## src/rtl/stream_mux_arb.sv

```systemverilog
// stream_mux_arb: packet-boundary round-robin arbiter for a 2:1 stream mux with forced owner and stall watchdog
// Ports:
//   ACLK, ARESETN                    clock, asynchronous active-low reset
//   S0_TVALID/S0_TLAST/S0_TREADY     source 0 handshake
//   S1_TVALID/S1_TLAST/S1_TREADY     source 1 handshake
//   M_TVALID/M_TLAST/M_TREADY        sink handshake
//   FORCE_EN, FORCE_SEL              restrict grants to one source
//   SEL                              registered mux select (0 = source 0)
//   BUSY                             registered, high while a packet is granted
//   TIMEOUT_PULSE                    one-cycle pulse on watchdog revoke
//   ABORT_CNT                        saturating count of watchdog revokes
module stream_mux_arb #(
    parameter int TIMEOUT = 1024,
    parameter int CNT_W   = 16
) (
    input  logic             ACLK,
    input  logic             ARESETN,
    input  logic             S0_TVALID,
    input  logic             S0_TLAST,
    output logic             S0_TREADY,
    input  logic             S1_TVALID,
    input  logic             S1_TLAST,
    output logic             S1_TREADY,
    output logic             M_TVALID,
    output logic             M_TLAST,
    input  logic             M_TREADY,
    input  logic             FORCE_EN,
    input  logic             FORCE_SEL,
    output logic             SEL,
    output logic             BUSY,
    output logic             TIMEOUT_PULSE,
    output logic [CNT_W-1:0] ABORT_CNT
);
    typedef enum logic {IDLE, GRANT} state_t;
    localparam logic [CNT_W-1:0] STALL_MAX = CNT_W'(TIMEOUT - 1);
    state_t state, next;
    logic last_owner, req, pick, granted, own_vld, own_last, beat, stall, expire;
    logic [CNT_W-1:0] stall_cnt;
    assign granted  = state == GRANT;
    assign own_vld  = SEL ? S1_TVALID : S0_TVALID;
    assign own_last = SEL ? S1_TLAST : S0_TLAST;
    assign beat     = M_TVALID & M_TREADY;
    assign stall    = granted & ~own_vld;
    // Backpressure never counts as a stall: only an absent source beat does.
    assign expire   = (TIMEOUT != 0) && stall && stall_cnt == STALL_MAX;
    // Forced mode only ever considers FORCE_SEL; otherwise the loser of the last packet wins ties.
    always_comb begin
        req  = FORCE_EN ? (FORCE_SEL ? S1_TVALID : S0_TVALID) : (S0_TVALID | S1_TVALID);
        pick = FORCE_EN ? FORCE_SEL : ((S0_TVALID & S1_TVALID) ? ~last_owner : S1_TVALID);
    end
    always_ff @(posedge ACLK or negedge ARESETN) begin
        if (!ARESETN) state <= IDLE;
        else          state <= next;
    end
    always_comb begin
        next = state;
        if (state == IDLE) next = req ? GRANT : IDLE;
        else if ((beat & M_TLAST) | expire) next = IDLE;
    end
    always_comb begin
        M_TVALID  = granted & own_vld;
        M_TLAST   = granted & own_last;
        S0_TREADY = granted & ~SEL & M_TREADY;
        S1_TREADY = granted & SEL & M_TREADY;
    end
    always_ff @(posedge ACLK or negedge ARESETN) begin
        if (!ARESETN) begin
            SEL           <= 1'b0;
            last_owner    <= 1'b1;
            BUSY          <= 1'b0;
            TIMEOUT_PULSE <= 1'b0;
            stall_cnt     <= '0;
            ABORT_CNT     <= '0;
        end else begin
            if (state == IDLE && req) SEL <= pick;
            if (granted && next == IDLE) last_owner <= SEL;
            BUSY          <= next == GRANT;
            TIMEOUT_PULSE <= expire;
            if (expire && ~&ABORT_CNT) ABORT_CNT <= ABORT_CNT + 1'b1;
            stall_cnt <= (!granted || beat || expire) ? '0 :
                         (stall && TIMEOUT != 0) ? stall_cnt + 1'b1 : stall_cnt;
        end
    end
endmodule
```

## config.mk

```make
export PLATFORM = sky130hd
export DESIGN_NAME = stream_mux_arb
export DESIGN_NICKNAME = d
export VERILOG_FILES = /design/src/rtl/stream_mux_arb.sv
export SDC_FILE = /design/constraint.sdc
export NUM_CORES = 1
export LEC_CHECK = 0
export CAP_MARGIN = 25
export CORE_UTILIZATION = 45
export DETAILED_ROUTE_END_ITERATION = 12
export HOLD_SLACK_MARGIN = 0.05
export PLACE_DENSITY = 0.77
export SLEW_MARGIN = 20
export SYNTH_ARGS = -nofsm -noshare
export SYNTH_HDL_FRONTEND = slang
export SYNTH_SLANG_ARGS = --single-unit
```

## constraint.sdc

```tcl
create_clock -name ACLK -period 6.4 [get_ports ACLK]
set_input_delay 0.64 -clock ACLK [delete_from_list [all_inputs] [get_ports ACLK]]
set_output_delay 0.64 -clock ACLK [all_outputs]
set_load 0.01 [all_outputs]
```

Yosys cells after proc, flatten, opt, wreduce, memory -nomap -nowiden

Cells that the tools add are included.

$add $sub $neg: 2
Equal/unequal tests: 1
Mux-type cells: 11
Bitwise logic cells: 17
Reduce and logical (&&, ||, !) cells: 10

Operators by type and width:

| cell                    | number |
|---|---|
| $add A16 B1 Y16 const B | 2 |
| $mux W16                | 2 |
| $eq A16 B10 Y1 const B  | 1 |
| $reduce_and A16 Y1      | 1 |
| $and A1 B1 Y1           | 10 |
| $mux W1                 | 9 |
| $not A1 Y1              | 5 |
| $logic_and A1 B1 Y1     | 4 |
| $logic_not A1 Y1        | 2 |
| $logic_or A1 B1 Y1      | 2 |
| $or A1 B1 Y1            | 2 |
| $reduce_bool A2 Y1      | 1 |

Flip-flop bits (word level): 36
Output and inout bits: 23
Logic and storage cells: 47

Depth between registers and ports, before layout

Depth in word-level cells: 9
Depth in mapped cells: 7
Mapped depth without buffers: 6

Worst setup path before layout

No wires, ideal clock.

Kind: in2reg
From: input S0_TVALID
To: register ABORT_CNT[4]
Library setup time: 0.127 ns
Data arrival time: 2.231 ns
Data required time: 6.273 ns
Path slack: 4.043 ns
Stages: 6
Path buffers: 1
Cell sequence: mux2_4 or4_4 a2111oi_4 buf_6 nand4_2 xnor2_1

Cells in the longest elaborated chain, start to end: 5

Ends and longest elaborated chain:

| element                | line | RTL |
|---|---|---|
| start: declaration     | 18   | `input logic S0_TVALID,` |
| $mux W1                | 40   | `assign own_vld = SEL ? S1_TVALID : S0_TVALID;` |
| $not A1 Y1             | 43   | `assign stall = granted & ~own_vld;` |
| $and A1 B1 Y1          | 43   |  |
| $logic_and A1 B1 Y1    | 45   | `assign expire = (TIMEOUT != 0) && stall && stall_cnt == STALL_MAX;` |
| $logic_and A1 B1 Y1    | 79   | `if (expire && ~&ABORT_CNT) ABORT_CNT <= ABORT_CNT + 1'b1;` |
| end signal: assignment | 79   |  |
| end: declaration       | 32   | `output logic [CNT_W-1:0] ABORT_CNT` |

No other way between the ends.
A chain may end at the register's enable or synchronous reset.

Worst setup path in the final report

From: input S1_TVALID
To: register ABORT_CNT[1]

Cells in the longest elaborated chain, start to end: 5

Ends and longest elaborated chain:

| element             | line | RTL |
|---|---|---|
| start: declaration  | 21   | `input logic S1_TVALID,` |
| $mux W1             | 40   |  |
| $not A1 Y1          | 43   |  |
| $and A1 B1 Y1       | 43   |  |
| $logic_and A1 B1 Y1 | 45   |  |
| $logic_and A1 B1 Y1 | 79   |  |

No other way between the ends.

==> metrics.cfg <==
[critical_path]
start_kind=input port
critPathLaunch=S1_TVALID
crit_chain=clkdlybuf4s50_1, mux2_4, or4_4, a2111oi_4, mux2_2
slowest_stage=a2111oi_4
cp.required_ps=6580
crit_type=input port to register
crit_fanout=13
end_kind=register
critPathMaxStageDelay_ps=800
r2r-start=SEL$_DFFE_PN0P_
worst_ep_arrival_time_ps=3140
r2r_cells=4

[sta]
rsz0062_at_grt=false
hold_viol=0
worstMarginPinSlew_ps=832
timing.setup.tns_ps=0
final_max_slew_viol_count=0
slew_headroom_pct=44.6
setup_viol_count_final=0
fmax_ghz=0.338
fin_crit_ps=2950
finClkSkew_ps=8.62
fin_crit_sh_pct=46.2

[detailed_routing]
post_drt_wl_per_cell_microns=12.5
routed.top_layer=met4
ant_nets=0
wl_met3_microns=129
vias=1412
drtIter0Drc=93
drc=0
wl_met1_microns=1740
dr.pass1.iters=4
via_per_inst=5.23
met2WireLength_microns=1480
routed_wl_microns=3380

[floorplanning]
start_util_pct=46.6
dieArea_sq_um=4400
fp-row-count=23
coreArea_sq_um=4000
die_x_microns=66.4
ios=32
die_h_microns=66.4

[clock_network]
clkLatencyLatePin_ps=290
cts-root-buf=clkbuf_8
postCtsSetupRepairBufs=0
cts_buffer_depth=2
post_cts_resized=0
cts_tree=built
cts-hold-fix-buffers=0
cts_buffers=5
h-tree-depth=2
clock_sinks=36
clk_pin_slew_ps=70

[global_route]
grt_pass1_wl_microns=5910
grt_max_degree=37
grt_usage_pct=18.0
antenna_found_initial=0
grt_overflow=0
grt_pass1_vias=1323

[synth]
ys_types=37
synth_area_sq_um=1860
yosysSeqAreaShare_pct=48.4
synth-edff-count=0
yosysWarnings=0
synth_ff_type=dfrtp_1
ys_ff_latch=36
synth_nets=195
async_reset_ff_share_pct=100
postSynthAreaPerCell_sq_um=10.1
synth_cells=184

[place]
hpwl_microns=2400
routabilityCongestion=0.769
io_buffers=31
post_dp_cell_area_sq_um=2210

[worst_hold_path]
hold_path_depth=1
min-delay-start=ABORT_CNT[14]$_DFFE_PN0P_
hp-class=register to register

[pwr]
power.density_nw_per_um2=258
p_leak_nw=0.982
vdd_drop_max_mv=0.196

[layout]
multi_input_area_sq_um=921
seq_area_sq_um=902
area_growth_pct=24.4
diodes=0
nNetsFinal=230
drive_gt1_share_pct=10.9
fillers=354
finish.instance_area_sq_um=2320

[status]
status=complete, no violations

[flow_run]
max_cap_viol_count=0

## metrics by stage
step	setup slack, ps	total power, mW	cells	hold slack (ps)	utilization [%]
final	3450	0.597	270	490	58.0
after global routing	3310	0.629	270	504	58.0
after CTS	3460	0.605	270	492	58.0
after detailed placement	3150	0.407	262	481	55.3
after global placement	3170	0.407	262	471	55.3
after floorplan	4040	0.359	184	344	-
## worst paths after layout
| kind | slack [ps] | end |
|---|---|---|
| worst max-delay path | 3450 | ABORT_CNT[1]$_DFFE_PN0P_ |
| worst min-delay path | 490 | ABORT_CNT[14]$_DFFE_PN0P_ |
| worst max register to register | 3730 | ABORT_CNT[1]$_DFFE_PN0P_ |
| worst min register to register | 490 | ABORT_CNT[14]$_DFFE_PN0P_ |
| max in group asynchronous | 5290 | last_owner$_DFFE_PN1P_ |
| min in group asynchronous | 770 | ABORT_CNT[9]$_DFFE_PN0P_ |
## registers in the layout, indices dropped and copies added, names as in the netlist
register       count
BUSY               1
TIMEOUT_PULSE      1
last_owner         1
stall_cnt         16
SEL                1
ABORT_CNT         16
## where the power goes
| group | switching, mW | internal [mW] | leakage (nW) | total [mW] |
|---|---|---|---|---|
| combinational | 0.0629 | 0.0664 | 0.443 | 0.129 |
| clock | 0.0799 | 0.116 | 0.0552 | 0.195 |
| sequential | 0.0263 | 0.246 | 0.484 | 0.273 |
| total | 0.169 | 0.428 | 0.982 | 0.597 |
## layer usage
metal  global-route usage, %  vias up
li1                        -      707
met1                    26.0      669
met2                    25.0       32
met3                    5.00        4
met4                    7.18        0
met5                       0        -
## synth_stat cells, drive strengths merged (3+ instances only)
master,instances,area share (%)
and2,3,1.1
nor2,22,4.4
mux2,3,2.0
xnor2,15,7.0
nand3,13,3.8
and3,6,2.1
nor4,6,2.0
dfrtp,35,47
nor3,3,0.81
mux2i,4,2.1
nand4,11,4.4
nand2,26,5.2
buf,3,1.6
xor2,13,6.1
## cells by family (layout without fill, tap and decap cells)
logic type | after synthesis | count (layout) | synth area share, %
fa+ha+maj | 2 | 2 | 1.34
simple gates | 98 | 98 | 27.2
mux | 7 | 7 | 4.16
buf+inv | 6 | 42 | 2.21
flops | 36 | 36 | 48.4
compound gates | 7 | 7 | 3.49
xor+xnor | 28 | 28 | 13.2
## cells in the final DEF (no fill, tap or decap), drive strengths merged, types with 2 or more instances in the layout
| cell | n |
|---|---|
| xnor2 | 15 |
| clkbuf | 6 |
| mux2i | 4 |
| nor2 | 22 |
| a21oi | 2 |
| nor3 | 3 |
| and3 | 6 |
| nand3 | 13 |
| nand4 | 11 |
| inv | 2 |
| clkdlybuf4s50 | 31 |
| dfrtp | 35 |
| and2 | 3 |
| ha | 2 |
| nand2 | 26 |
| nor2b | 2 |
| xor2 | 13 |
| nor4 | 6 |
| mux2 | 3 |
## cell type report
class / instances / area share (%)
Multi-Input combinational cell: 142 / 39.7
Tap cell: 50 / 2.70
Clock inverter: 2 / 1.51
Inverter: 2 / 0.324
Timing Repair Buffer: 32 / 13.7
Clock buffer: 6 / 3.13
Sequential cell: 36 / 38.9
## critical path: cells and delay by family
family                 cells  cell delay, ps
AOI/OAI and AO/OA          1             800
muxes                      2             750
and+or+nand+nor            1             470
buffers and inverters      1             480
No activity file was read; power rests on OpenSTA's default activity.
